### src/rtl/soc_status_regs_pkg.sv
// rtl/soc_status_regs_pkg.sv - shared constants and types for the status/control register block
// Purpose: register word indices, STATUS bit positions, handshake FSM encoding
//          and default parameter values used by soc_status_regs and led_blinker.
// Ports:   none (package).
package soc_status_regs_pkg;

  localparam logic [2:0] REG_HALT    = 3'd0;
  localparam logic [2:0] REG_SCRATCH = 3'd1;
  localparam logic [2:0] REG_CYCLE   = 3'd2;
  localparam logic [2:0] REG_STATUS  = 3'd3;
  localparam logic [2:0] REG_LEDDIV  = 3'd4;

  localparam int STATUS_HALTED_BIT   = 0;
  localparam int STATUS_DSP_DONE_BIT = 1;

  localparam logic [31:0] HALT_SIG_DEFAULT   = 32'hDEAD_BEEF;
  localparam logic [15:0] LEDDIV_RST_DEFAULT = 16'd24999;

  typedef enum logic {
    ST_IDLE = 1'b0,
    ST_RESP = 1'b1
  } state_t;

endpackage

### src/rtl/soc_status_regs_led_blinker.sv
// rtl/soc_status_regs_led_blinker.sv - LED blinker that runs only while the CPU is halted
// Purpose: holds the LED off while running; once halted, toggles the LED every
//          leddiv+1 cycles.
// Ports:   clock, reset (sync, active-high), halted (in), leddiv[15:0] (in),
//          led_o (out, registered).
module led_blinker
  import soc_status_regs_pkg::*;
(
  input  logic        clock,
  input  logic        reset,
  input  logic        halted,
  input  logic [15:0] leddiv,
  output logic        led_o
);

  logic [15:0] blink_cnt;

  always_ff @(posedge clock) begin
    if (reset || !halted) begin
      blink_cnt <= '0;
      led_o     <= 1'b0;
    end else if (blink_cnt >= leddiv) begin
      // >= rather than == so that lowering leddiv mid-count cannot strand the
      // counter above the new limit for a full 16-bit wrap.
      blink_cnt <= '0;
      led_o     <= ~led_o;
    end else begin
      blink_cnt <= blink_cnt + 16'd1;
    end
  end

endmodule

### src/rtl/soc_status_regs.sv
// rtl/soc_status_regs.sv - memory-mapped halt/status/cycle-counter responder on the CPU data bus
// Purpose: latches the CPU halt signature and DSP-done events, runs a cycle
//          counter, exposes a scratch register and drives a halt-blink LED.
// Ports:   clock, reset (sync, active-high)
//          req_valid_i/req_ready_o/req_we_i/req_addr_i[2:0]/req_wdata_i[31:0] - request
//          rsp_valid_o/rsp_ready_i/rsp_rdata_o[31:0] - read response
//          dsp_done_i (in pulse), cpu_halted_o (out), led_o (out)
module soc_status_regs
  import soc_status_regs_pkg::*;
#(
  parameter logic [31:0] HALT_SIG   = HALT_SIG_DEFAULT,
  parameter logic [15:0] LEDDIV_RST = LEDDIV_RST_DEFAULT
) (
  input  logic        clock,
  input  logic        reset,
  input  logic        req_valid_i,
  output logic        req_ready_o,
  input  logic        req_we_i,
  input  logic [2:0]  req_addr_i,
  input  logic [31:0] req_wdata_i,
  output logic        rsp_valid_o,
  input  logic        rsp_ready_i,
  output logic [31:0] rsp_rdata_o,
  input  logic        dsp_done_i,
  output logic        cpu_halted_o,
  output logic        led_o
);

  state_t      state;
  logic        halted;
  logic        dsp_done;
  logic [31:0] scratch;
  logic [31:0] cycle_cnt;
  logic [15:0] leddiv;
  logic [31:0] rd_data;
  logic        accept;
  logic        wr_en;
  logic        rd_en;

  assign accept       = req_valid_i && (state == ST_IDLE);
  assign wr_en        = accept && req_we_i;
  assign rd_en        = accept && !req_we_i;
  assign req_ready_o  = (state == ST_IDLE);
  assign rsp_valid_o  = (state == ST_RESP);
  assign cpu_halted_o = halted;

  // Read mux sees pre-edge register values, so a read accepted on the same
  // edge as a state change returns the old value.
  always_comb begin
    rd_data = '0;
    case (req_addr_i)
      REG_HALT:    rd_data = halted ? HALT_SIG : 32'd0;
      REG_SCRATCH: rd_data = scratch;
      REG_CYCLE:   rd_data = cycle_cnt;
      REG_STATUS: begin
        rd_data[STATUS_HALTED_BIT]   = halted;
        rd_data[STATUS_DSP_DONE_BIT] = dsp_done;
      end
      REG_LEDDIV:  rd_data = {16'd0, leddiv};
      default:     rd_data = '0;
    endcase
  end

  always_ff @(posedge clock) begin
    if (reset) begin
      state       <= ST_IDLE;
      halted      <= 1'b0;
      dsp_done    <= 1'b0;
      scratch     <= '0;
      cycle_cnt   <= '0;
      leddiv      <= LEDDIV_RST;
      rsp_rdata_o <= '0;
    end else begin
      // Counter still advances on the halting edge itself; it freezes from the
      // first cycle in which halted is visible.
      if (!halted) cycle_cnt <= cycle_cnt + 32'd1;

      if (wr_en) begin
        case (req_addr_i)
          REG_HALT:    if (req_wdata_i == HALT_SIG) halted <= 1'b1;
          REG_SCRATCH: scratch <= req_wdata_i;
          REG_LEDDIV:  leddiv  <= req_wdata_i[15:0];
          default:     ;
        endcase
      end

      // A done pulse beats a same-cycle write-1-to-clear so no event is lost.
      if (dsp_done_i)
        dsp_done <= 1'b1;
      else if (wr_en && req_addr_i == REG_STATUS && req_wdata_i[STATUS_DSP_DONE_BIT])
        dsp_done <= 1'b0;

      case (state)
        ST_IDLE: if (rd_en) begin
          rsp_rdata_o <= rd_data;
          state       <= ST_RESP;
        end
        ST_RESP: if (rsp_ready_i) state <= ST_IDLE;
        default: state <= ST_IDLE;
      endcase
    end
  end

  led_blinker u_led_blinker (
    .clock  (clock),
    .reset  (reset),
    .halted (halted),
    .leddiv (leddiv),
    .led_o  (led_o)
  );

endmodule

### config.mk
export PLATFORM = sky130hd
export DESIGN_NAME = soc_status_regs
export DESIGN_NICKNAME = d
export VERILOG_FILES = /design/src/rtl/soc_status_regs_pkg.sv /design/src/rtl/soc_status_regs_led_blinker.sv /design/src/rtl/soc_status_regs.sv
export SDC_FILE = /design/constraint.sdc
export NUM_CORES = 1
export LEC_CHECK = 0
export CELL_PAD_IN_SITES_DETAIL_PLACEMENT = 0
export CELL_PAD_IN_SITES_GLOBAL_PLACEMENT = 1
export CORE_ASPECT_RATIO = 1.4
export CORE_UTILIZATION = 38
export CTS_BUF_LIST = sky130_fd_sc_hd__clkbuf_16
export DETAILED_ROUTE_END_ITERATION = 10
export GPL_ROUTABILITY_DRIVEN = 1
export PLACE_DENSITY_LB_ADDON = 0.2
export SLEW_MARGIN = 40
export SYNTH_ARGS = -nofsm -noshare
export SYNTH_HDL_FRONTEND = slang
export SYNTH_HIERARCHICAL = 1
export SYNTH_SLANG_ARGS = --single-unit
### constraint.sdc
create_clock -name clock -period 2 [get_ports clock]
set_input_delay 0.2 -clock clock [delete_from_list [all_inputs] [get_ports clock]]
set_output_delay 0.2 -clock clock [all_outputs]
set_load 0.03 [all_outputs]
After elaboration in Yosys (flattened, before gate mapping)
Cells that the tools add are included. Widths: inputs -> output; s select.

Bits in registers: 132. Input port bits: 41. Output and inout bits: 36. Word-level logic and storage cells: 42.

Add/sub/neg operators: 2. Order comparisons: 1. Equality and inequality tests: 5. Multiplexer cells: 8. Bitwise operators: 2. Reductions and logical operators: 15.

Operators by type and width (number): $pmux 30 s4 (1); $add 32x1->32 const B (1); $eq 32x32->1 const B (1); $mux 32 (1); $add 16x1->16 const B (1); $ge 16x16->1 (1); $pmux 2 s5 (1); $eq 3x2->1 const B (2); $reduce_and 2->1 (3); $logic_and 1x1->1 (5); $mux 1 (4); $eq 3x1->1 const B (1); $eq 3x3->1 const B (1); $logic_not 3->1 (1); $reduce_and 3->1 (1); $logic_not 1->1 (2); $not 1->1 (2); $pmux 1 s2 (1); $reduce_bool 2->1 (1); $reduce_or 2->1 (1); $logic_or 1x1->1 (1).

Depth between registers and ports, before layout
Gate-level depths: netlist of run 1.

Depth after elaboration: 7. Gate-level depth with buffers: 8. Depth with buffers taken out: 7.

Hierarchy
The synthesis of run 1 kept the hierarchy.

By module, submodules not included: soc_status_regs (times used 1, cells each 624, area each 5119.9 µm², seq. area each 2302.2 µm²); led_blinker (times used 1, cells each 131, area each 1121.1 µm², seq. area each 340.3 µm²).

Worst setup path after synthesis of run 1
No wires, ideal clock.

Path type: reg-to-reg. Start: register cycle_cnt[3]. End: register cycle_cnt[31]. Library setup time: 121 ps. Arrival time: 1905 ps. Data required time: 1879 ps. Setup slack: -26 ps. Stages on the path, launching flop included: 7. Buffers on the path: 2. Period minus slack after synthesis: 2026 ps. Cell sequence: dfxtp_1 > nand4_4 > or4_4 > buf_6 > buf_6 > nor4_1 > mux2_2.

Word-level cells in the longest chain between the ends: 1.

RTL lines: from (decl) (RTL line soc_status_regs.sv:33) `logic [31:0] cycle_cnt;`; from (signal assigned) (RTL line soc_status_regs.sv:76) `if (!halted) cycle_cnt <= cycle_cnt + 32'd1;`; $add 32x1->32 (RTL line soc_status_regs.sv:76).

No other way between the ends. A chain may end at the register's enable or synchronous reset.

Worst setup path in the final report of run 1
Start: register cycle_cnt[6]. End: register cycle_cnt[21].

The elaborated chain is that of the path after synthesis.

==> results of run 1 <==
## layer usage
| layer | share of wire [%] | global-route usage (%) | vias up | wire length, um |
|---|---|---|---|---|
| met5 | 0 | 0 | - | 0 |
| met4 | 3.6 | 11.9 | 0 | 703 |
| met3 | 4.2 | 3.98 | 32 | 822 |
| met2 | 53 | 42.4 | 174 | 10300 |
| met1 | 39 | 27.5 | 2808 | 7680 |
| li1 | - | - | 2892 | - |
## synth_stat cells (all sizes together), types with 2 or more instances
library cell / instances / share of area, %
nor2: 52 / 3.1
nand2b: 2 / 0.20
o21ai: 17 / 1.4
dfxtp: 132 / 42
inv: 21 / 1.3
or3: 6 / 0.60
a22oi: 16 / 1.9
a221oi: 11 / 1.5
nand4b: 6 / 0.84
or4: 14 / 1.7
nor3: 5 / 0.40
and3: 5 / 0.56
nor3b: 5 / 0.68
xor2: 13 / 1.8
and2: 4 / 0.40
nor4: 6 / 0.60
nand3: 17 / 1.4
mux2: 4 / 0.72
o31ai: 11 / 1.3
xnor2: 13 / 1.8
buf: 4 / 0.60
a2bb2oi: 13 / 1.8
nor2b: 8 / 0.80
mux2i: 3 / 0.48
a21oi: 92 / 7.4
a21o: 18 / 2.2
and3b: 4 / 0.56
clkbuf: 47 / 2.8
nand2: 134 / 8.1
nand3b: 16 / 1.9
ha: 18 / 3.6
and4: 6 / 0.84
a211oi: 2 / 0.24
nand4: 19 / 2.1
## logic make-up (layout without fill, tap and decap cells)
logic type | count (synthesis) | after routing
flip-flops | 132 | 132
XOR/XNOR | 26 | 26
buffers and inverters | 72 | 188
AND/OR/NAND/NOR | 314 | 314
multiplexers | 7 | 7
adder cells (fa/ha/maj) | 18 | 18
AO/OA/AOI/OAI | 186 | 186
## worst max-delay path, delay by kind of cell (launching register included)
| family | cells | cell delay [ns] |
|---|---|---|
| AOI/OAI and AO/OA | 1 | 0.16 |
| DFF | 1 | 0.37 |
| and+or+nand+nor | 3 | 1.30 |
## worst max path at each step
stage                        from                           to
global placement    req_addr_i[2]              rsp_rdata_o[31]
floorplan           cycle_cnt[10]                cycle_cnt[31]
CTS                    leddiv[15]  u_led_blinker/blink_cnt[13]
detailed placement  cycle_cnt[10]                cycle_cnt[21]
global route        cycle_cnt[11]                cycle_cnt[21]
finish               cycle_cnt[6]                cycle_cnt[21]
## layout make-up
cell class / count / area, um2
repair buffers: 135 / 1280
clock inverters: 15 / 213
multi-input cells: 551 / 3340
inverters: 21 / 78.8
clock buffers: 17 / 425
well taps: 199 / 249
fillers: 1545 / 7870
flip-flops and latches: 132 / 2650
## stage by stage
| stage | std cells | setup slack, ns | util (%) | hold WS, ns |
|---|---|---|---|---|
| 6_report | 1070 | 0.0850 | 51.1 | 0.279 |
| 5_1_grt | 1070 | -0.00791 | 51.1 | 0.255 |
| 4_1_cts | 1070 | 0.0184 | 51.0 | 0.242 |
| 3_5_place_dp | 1038 | -0.00829 | 47.0 | 0.447 |
| 3_3_place_gp | 1038 | 0.0433 | 47.0 | 0.440 |
| 2_1_floorplan | 755 | -0.00615 | - | 0.317 |
## where the power goes
part	switching, W	internal (W)	leakage (nW)
clock	0.00120	0.00220	0.310
sequential	0.0000216	0.00265	1.07
combinational	0.000204	0.000172	1.53
## state kept, by name, indices dropped and copies added (netlist names)
name                     flops
cpu_halted_o                 1
u_led_blinker/blink_cnt     16
rsp_valid_o                  1
scratch                     32
rsp_rdata_o                 32
dsp_done                     1
leddiv                      16
cycle_cnt                   32
u_led_blinker/led_o          1
## what timing repair did
item                       4_1_cts  5_1_grt
hold buffers                     0        0
resized for setup                0        5
setup endpoints to repair        2       17
pin swaps                        1        0
==> results.sh, run 1 <==
export IMPL_synth_xor_area_share_pct=3.65
export IMPL_r2r_end="cycle_cnt[21]"
export IMPL_post_cts_setup_buffers=0
export IMPL_drive_gt1_share_pct=13.2
export IMPL_gr_total_overflow=0
export IMPL_avgSynthCellArea_um2=8.27
export IMPL_setup_viol=0
export IMPL_synth_top_family_by_area="simple AND/OR/NAND/NOR gates"
export IMPL_cpMaxStageDelayCell="or4_4"
export IMPL_cts_tree="done"
export IMPL_viasPerCell=5.52
export IMPL_dr_pass1_iters=5
export IMPL_coreArea_mm2=0.0161
export IMPL_synth_compound_area_share_pct=18.9
export IMPL_clock_sinks=132
export IMPL_route_detailed_drc=0
export IMPL_syn_area_mm2=0.00624
export IMPL_total_power_w=0.00645
export IMPL_grt_max_degree=121
export IMPL_first_iter_violations=326
export IMPL_finalMaxSlewViolations=0
export IMPL_dieArea_mm2=0.0169
export IMPL_layout_commonest_cell="nand2_1"
export IMPL_clockRootBuffer="clkbuf_16"
export IMPL_ant_nets=0
export IMPL_ys_types=53
export IMPL_worstPathArrival_ns=2.26
export IMPL_grt_usage_pct=24.1
export IMPL_synthCells=755
export IMPL_r2r_slack_ns=0.08
export IMPL_dpl_cell_area_mm2=0.00757
export IMPL_required_ns=2.34
export IMPL_antenna_found_initial=0
export IMPL_rows=55
export IMPL_crit_type="register to register"
export IMPL_initial_core_util_pct=38.8
export IMPL_setup_tns_ns=0
export IMPL_yosys_warnings=6
export IMPL_syn_nets=814
export IMPL_reg2regPathDepth=4
export IMPL_post_route_period_util_pct=95.8
export IMPL_htreeDepth=4
export IMPL_port_buffers=76
export IMPL_synthSimpleGateAreaFrac_pct=25.6
export IMPL_cellPowerDensity_mw_per_mm2=783
export IMPL_nets=917
export IMPL_synthToLayoutAreaGrowth_pct=31.9
export IMPL_synth_seq_cells=132
export IMPL_max_cap_violations=0
export IMPL_design_area_mm2=0.00823
export IMPL_synthMuxAreaShare_pct=1.20
export IMPL_grt_setup_unrepaired="yes"
export IMPL_slew_headroom_pct=63.9
export IMPL_worstSkewPairLatency_ns=0.42
export IMPL_hp_class="primary input to register"
export IMPL_grt_pass1_vias=5815
export IMPL_layout_common_cells="nand2_1, dfxtp_1, a21oi_1, clkdlybuf4s50_1, buf_4"
export IMPL_critPathMaxFanout=28
export IMPL_cpPeakStageDelay_ns=0.64
export IMPL_hold_depth=3
export IMPL_path_cells="nand4_4 -> or4_4 -> or4_1 -> a21oi_1"
export IMPL_antenna_cells=0
export IMPL_skew_ns=0.00825
export IMPL_run_status="finished clean"
export IMPL_start_kind="register"
export IMPL_synth_edf_count=0
export IMPL_avgRoutedWirePerCell_um=18.2
export IMPL_hold_viol=0
export IMPL_grt_pass1_wl_mm=30.6
export IMPL_synth_main_ff_cell="dfxtp_1"
export IMPL_die_h_um=154
export IMPL_period_minus_slack_ns=1.92
export IMPL_numCtsBuffers=17
export IMPL_tightest_slew_ns=0.542
export IMPL_min_from="reset"
export IMPL_die_w_um=110
export IMPL_place_congestion=0.825
export IMPL_post_dp_hpwl_mm=14.2
export IMPL_maxClockFrequency_ghz=0.522
export IMPL_synth_fa_ha_area_share_pct=3.61
export IMPL_wirelength_mm=19.5
export IMPL_p_leak_nw=2.90
export IMPL_r2r_start="cycle_cnt[6]"
export IMPL_synthArstFlopShare_pct=0
export IMPL_ir_worst_vdd_uv=550
export IMPL_path_clk_slew_ns=0.06
export IMPL_ys_seq_area_share_pct=42.3
export IMPL_critPathCaptureType="register"
export IMPL_cts_path_max_buffers=2
export IMPL_vias=5906
export IMPL_ios=77
export IMPL_holdPathEnd="u_led_blinker/led_o"
(Power assumes the default switching activity.)
==> inputs of run 2 (changes only) <==
CORE_ASPECT_RATIO = default   (was 1.4)
PLACE_DENSITY = 0.79   (was default)
PLACE_DENSITY_LB_ADDON = default   (was 0.2)
==> run 2 against run 1 <==
  * Utilization grew 0.76 points
  * First-iteration DRC count up 30%
  * Combinational power rose by 2%
  * Critical path type unchanged
  * Largest power group unchanged
==> results.sh, run 2 (synthesis gave the netlist of run 1 again) <==
export IMPL_avgRoutedWirePerCell_um=17.4
export IMPL_layout_common_cells="nand2_1, dfxtp_1, a21oi_1, clkdlybuf4s50_1, buf_4"
export IMPL_grt_usage_pct=22.9
export IMPL_wirelength_mm=18.9
export IMPL_nets=920
export IMPL_htreeDepth=4
export IMPL_initial_core_util_pct=39.1
export IMPL_post_dp_hpwl_mm=13.4
export IMPL_register_area_mm2=0.00265
export IMPL_post_route_period_util_pct=94.2
export IMPL_dp_cells=1055
export IMPL_synthToLayoutAreaGrowth_pct=32.5
export IMPL_numCtsBuffers=17
export IMPL_ant_nets=0
export IMPL_skew_ns=0.0107
export IMPL_setup_viol=0
export IMPL_ios=77
export IMPL_top_regs="cycle_cnt x32, rsp_rdata_o x32, scratch x32"
export IMPL_ir_worst_vdd_uv=553
export IMPL_maxClockFrequency_ghz=0.531
export IMPL_switching_power_w=0.00147
export IMPL_first_iter_violations=423
export IMPL_grt_pass1_vias=5624
export IMPL_clockRootBuffer="clkbuf_16"
export IMPL_tightest_slew_ns=0.572
export IMPL_hold_viol=0
export IMPL_drive_gt1_share_pct=14.0
export IMPL_p_int_w=0.00467
export IMPL_period_minus_slack_ns=1.88
export IMPL_cts_path_max_buffers=2
export IMPL_path_cells="inv_1 -> ha_1 -> a21oi_2 -> o21ai_2 -> a2111oi_4 -> buf_4 -> buf_4 -> and3_2"
export IMPL_reg2regPathDepth=8
export IMPL_path_clk_slew_ns=0.06
export IMPL_design_area_mm2=0.00827
export IMPL_cellPowerDensity_mw_per_mm2=741
export IMPL_viasPerCell=5.52
export IMPL_port_buffers=76
export IMPL_total_power_w=0.00613
export IMPL_worstSkewPairLatency_ns=0.43
export IMPL_dpl_cell_area_mm2=0.00762
export IMPL_setup_tns_ns=0
export IMPL_run_status="finished clean"
export IMPL_p_seq_share_pct=43.6
export IMPL_rows=46
export IMPL_place_congestion=0.842
export IMPL_layout_commonest_cell="nand2_1"
export IMPL_clock_sinks=132
export IMPL_crit_type="register to register"
export IMPL_required_ns=2.37
export IMPL_dr_pass1_iters=5
export IMPL_start_kind="register"
export IMPL_critPathCaptureType="register"
export IMPL_grt_setup_unrepaired="no"
export IMPL_max_cap_violations=0
export IMPL_cp_top_family="compound AO/OA/AOI/OAI gates"
export IMPL_hold_depth=3
export IMPL_swShare_pct=23.9
export IMPL_antenna_found_initial=0
export IMPL_postCtsHoldBufs=0
export IMPL_cpMaxStageDelayCell="dfxtp_1"
export IMPL_finalCoreUtilization_pct=51.9
export IMPL_worst_path_stages=8
export IMPL_multi_input_area_mm2=0.00339
export IMPL_die_h_um=130
export IMPL_vias=6020
export IMPL_finalNonFillerCells=1090
export IMPL_final_fill_count=1504
export IMPL_critPathBufInv=3
export IMPL_worstPathArrival_ns=2.25
export IMPL_cp_common_cell="buf_4"
export IMPL_coreArea_mm2=0.0159
export IMPL_finalMaxSlewViolations=0
export IMPL_p_leak_nw=2.89
export IMPL_pwr_share_comb_pct=6.2
export IMPL_die_w_um=130
export IMPL_grt_pass1_wl_mm=29.5
export IMPL_grt_max_degree=121
export IMPL_critPathMaxFanout=3
export IMPL_clkPwrFrac_pct=50.2
export IMPL_gr_total_overflow=0
export IMPL_slew_headroom_pct=61.9
export IMPL_cts_tree="done"
export IMPL_route_detailed_drc=0
export IMPL_cpPeakStageDelay_ns=0.38
export IMPL_antenna_cells=0
export IMPL_dieArea_mm2=0.0169
export IMPL_hp_class="primary input to register"
export IMPL_r2r_slack_ns=0.12
## run 2: worst reg2reg max path: stages, from the launching register on
cell and delay, ns:
dfxtp_1 0.38, inv_1 0.07, ha_1 0.33, a21oi_2 0.14
o21ai_2 0.10, a2111oi_4 0.34, buf_4 0.19, buf_4 0.12
and3_2 0.17
## run 2: final cells by class
| class | instances | share of cell area [%] |
|---|---|---|
| clock buffers | 17 | 5.14 |
| clock inverters | 15 | 1.88 |
| inverters | 21 | 0.953 |
| multi-input cells | 553 | 40.9 |
| flip-flops and latches | 132 | 32.0 |
| well taps | 216 | 3.27 |
| repair buffers | 136 | 15.8 |
## run 2: routing by layer
metal | GRT usage [%] | part of all wire, %
met1 | 31.4 | 47
met2 | 35.1 | 45
met3 | 5.54 | 6.5
met4 | 7.59 | 1.5
met5 | 0 | 0
## run 2: repair_timing
| item | 4_1_cts | 5_1_grt |
|---|---|---|
| pin swaps | 0 | 4 |
| endpoints found under the hold margin | 0 | 0 |
| setup endpoints to repair | 4 | 24 |
| resized for setup | 2 | 8 |
| buffers inserted | 0 | 1 |
| gates cloned | 0 | 2 |
## run 2: final timing paths
check | endpoint | startpoint
max | u_led_blinker/blink_cnt[1] | leddiv[11]
min | u_led_blinker/led_o | reset
max reg2reg | u_led_blinker/blink_cnt[1] | leddiv[11]
min reg2reg | rsp_rdata_o[4] | rsp_rdata_o[4]
## run 2: per-stage QoR
step / setup slack (ns) / hold slack [ns]
after CTS: 0.0126 / 0.166
after global routing: 0.00664 / 0.193
final: 0.116 / 0.166
after floorplan: -0.00615 / 0.317
after global placement: 0.0353 / 0.442
after detailed placement: -0.0188 / 0.450
## run 2: power by group through the flow
| stage | clock network (W) | logic (W) | registers (W) |
|---|---|---|---|
| 2_1_floorplan | 0 | 0.000163 | 0.00273 |
| 3_3_place_gp | 0 | 0.000370 | 0.00273 |
| 3_5_place_dp | 0 | 0.000376 | 0.00273 |
| 4_1_cts | 0.00311 | 0.000378 | 0.00267 |
| 5_1_grt | 0.00324 | 0.000408 | 0.00268 |
| 6_report | 0.00308 | 0.000382 | 0.00267 |
==> inputs of run 3 (changes only) <==
ABC_AREA = 1   (was default)
CORE_UTILIZATION = 37   (was 38)
==> run 3 against run 2 <==
  * Clock skew down 0.0050 ns
  * Via count is 2.9% higher
  * Area after synthesis increased by 7.0%
  * Sequential cell count did not move
  * Die area rose by 9.7%
  * Worst setup slack got worse by 0.012 ns
  * Synthesized cell count grew 26%
  * Cell count is 16% higher
  * Routed wire length decreased by 0.79%
  * Clock-buffer cell count unchanged
  * Combinational power barely moved
  * Total power grew 0.28%
  * Critical endpoint is now cpu_halted_o
==> results.sh, run 3 <==
export IMPL_hold_viol=0
export IMPL_start_kind="register"
export IMPL_register_area_mm2=0.00264
export IMPL_grt_max_degree=42
export IMPL_synth_main_ff_cell="dfxtp_1"
export IMPL_synth_top_cell_area_share_pct=39.6
export IMPL_pre_cts_slack_ns=0.0372
export IMPL_synth_common_cells="nand2_1, dfxtp_1, nor2_1"
export IMPL_maxClockFrequency_ghz=0.527
export IMPL_synthCells=954
export IMPL_synthArstFlopShare_pct=0
export IMPL_drive_gt1_share_pct=9.40
export IMPL_worstPathArrival_ns=1.70
export IMPL_clockRootBuffer="clkbuf_16"
export IMPL_post_cts_setup_buffers=0
export IMPL_grt_pass1_wl_mm=30.6
export IMPL_layout_commonest_cell="nand2_1"
export IMPL_syn_nets=1013
export IMPL_layout_setup_ws_ns=0.104
export IMPL_die_h_um=136
export IMPL_grt_setup_unrepaired="no"
export IMPL_path_cells="clkdlybuf4s50_1"
export IMPL_max_cap_violations=0
export IMPL_min_from="reset"
export IMPL_p_leak_nw=3.27
export IMPL_synth_fa_ha_area_share_pct=3.37
export IMPL_slew_headroom_pct=57.6
export IMPL_wirelength_mm=18.8
export IMPL_avgRoutedWirePerCell_um=14.8
export IMPL_ant_nets=0
export IMPL_clock_sinks=132
export IMPL_cts_tree="done"
export IMPL_nets=1088
export IMPL_cellPowerDensity_mw_per_mm2=748
export IMPL_coreArea_mm2=0.0175
export IMPL_cpPeakStageDelay_ns=0.75
export IMPL_synth_compound_area_share_pct=13.4
export IMPL_cts_path_max_buffers=2
export IMPL_cp_top_family="buffers and inverters"
export IMPL_tightest_slew_ns=0.636
export IMPL_syn_area_mm2=0.00668
export IMPL_total_power_w=0.00615
export IMPL_viasPerCell=4.89
export IMPL_dieArea_mm2=0.0186
export IMPL_synth_seq_cells=132
export IMPL_htreeDepth=4
export IMPL_critPathBufInv=1
export IMPL_yosysMostFrequentCell="nand2_1"
export IMPL_numCtsBuffers=17
export IMPL_top_regs="cycle_cnt x32, rsp_rdata_o x32, scratch x32"
export IMPL_post_route_period_util_pct=94.8
export IMPL_design_area_mm2=0.00823
export IMPL_period_minus_slack_ns=1.90
export IMPL_postCtsHoldBufs=0
export IMPL_initial_core_util_pct=38.2
export IMPL_dpl_cell_area_mm2=0.00765
export IMPL_first_iter_violations=377
export IMPL_hp_class="primary input to register"
export IMPL_ys_seq_area_share_pct=39.6
export IMPL_port_buffers=76
export IMPL_synth_area_leaders="dfxtp_1, nand2_1, nor2_1"
export IMPL_run_status="finished clean"
export IMPL_required_ns=1.80
export IMPL_post_dp_hpwl_mm=13.9
export IMPL_critPathLaunch="cpu_halted_o"
export IMPL_r2r_start="cycle_cnt[0]"
export IMPL_ir_worst_vdd_uv=546
export IMPL_path_clk_slew_ns=0.06
export IMPL_yosysTopAreaCell="dfxtp_1"
export IMPL_crit_type="register to primary output"
export IMPL_synth_edf_count=0
export IMPL_vias=6197
export IMPL_cpMaxStageDelayCell="clkdlybuf4s50_1"
export IMPL_worstSkewPairLatency_ns=0.42
export IMPL_grt_pass1_vias=5913
export IMPL_synthToLayoutAreaGrowth_pct=23.2
export IMPL_ys_types=36
export IMPL_antenna_cells=0
export IMPL_dr_pass1_iters=4
export IMPL_final_fill_count=1806
export IMPL_place_congestion=0.808
export IMPL_antenna_found_initial=0
export IMPL_grt_usage_pct=21.6
export IMPL_cts_resized=0
export IMPL_gr_total_overflow=0
export IMPL_multi_input_area_mm2=0.00342
export IMPL_fin_hold_ws_ns=0.318
export IMPL_avgSynthCellArea_um2=7.00
export IMPL_setup_tns_ns=0
export IMPL_critPathMaxFanout=5
export IMPL_critPathCaptureType="primary output"
export IMPL_finalMaxSlewViolations=0
export IMPL_route_detailed_drc=0
export IMPL_synthMuxAreaShare_pct=0
export IMPL_yosys_warnings=6
export IMPL_synthSimpleGateAreaFrac_pct=32.4
export IMPL_rows=48
export IMPL_synth_top_family_by_area="simple AND/OR/NAND/NOR gates"
export IMPL_ios=77
export IMPL_setup_viol=0
export IMPL_die_w_um=136
export IMPL_synth_xor_area_share_pct=1.97
export IMPL_layout_common_cells="nand2_1, dfxtp_1, nor2_1, inv_1, a21oi_1"
export IMPL_skew_ns=0.00577
==> run 3: cell types whose count changed after synthesis, moves of 16 or more <==
| cell | change |
|---|---|
| nand2_1 | +107 |
| nor2_1 | +75 |
| inv_1 | +73 |
| o21ai_0 | +47 |
| clkbuf_1 | -31 |
| nand3_1 | +27 |
| a21o_1 | -18 |
| a22oi_1 | -16 |
| nand3b_1 | -16 |
==> run 3: logic make-up after synthesis <==
group | after synthesis
compound gates | 171
xor+xnor | 15
fa+ha+maj | 18
buf+inv | 141
flops | 132
simple gates | 477
==> run 3: power breakdown <==
| part | internal (W) | leakage [nW] | total, W | switching (W) |
|---|---|---|---|---|
| Sequential | 0.00266 | 1.07 | 0.00268 | 0.0000224 |
| Combinational | 0.000153 | 1.90 | 0.000381 | 0.000228 |
| Clock | 0.00192 | 0.301 | 0.00308 | 0.00116 |
| Total | 0.00474 | 3.27 | 0.00615 | 0.00141 |
==> run 3: final timing paths <==
kind                                 to  slack, ns  cells after the start
max reg2reg               cycle_cnt[26]       0.25                      8
min reg2reg  u_led_blinker/blink_cnt[0]       0.44                      1
min                 u_led_blinker/led_o       0.32                      5
max                        cpu_halted_o       0.10                      1
==> run 3: routing by layer <==
metal	track usage, %	vias up	routed length (um)
met3	4.74	22	779
met2	37.0	130	9050
li1	-	3208	-
met1	27.4	2837	8720
met5	0	-	0
met4	5.37	0	247
==> run 3: final cells by class <==
cell class	count	share of cell area, %
repair buffers	91	11.0
flip-flops and latches	132	32.1
well taps	225	3.42
inverters	106	4.93
multi-input cells	681	41.5
clock buffers	17	5.17
clock inverters	15	1.81
==> run 3: stage by stage <==
step	util, %	cells
after floorplan	-	954
after global placement	43.8	1235
after detailed placement	43.8	1235
after CTS	47.1	1267
after global routing	47.1	1267
final	47.1	1267
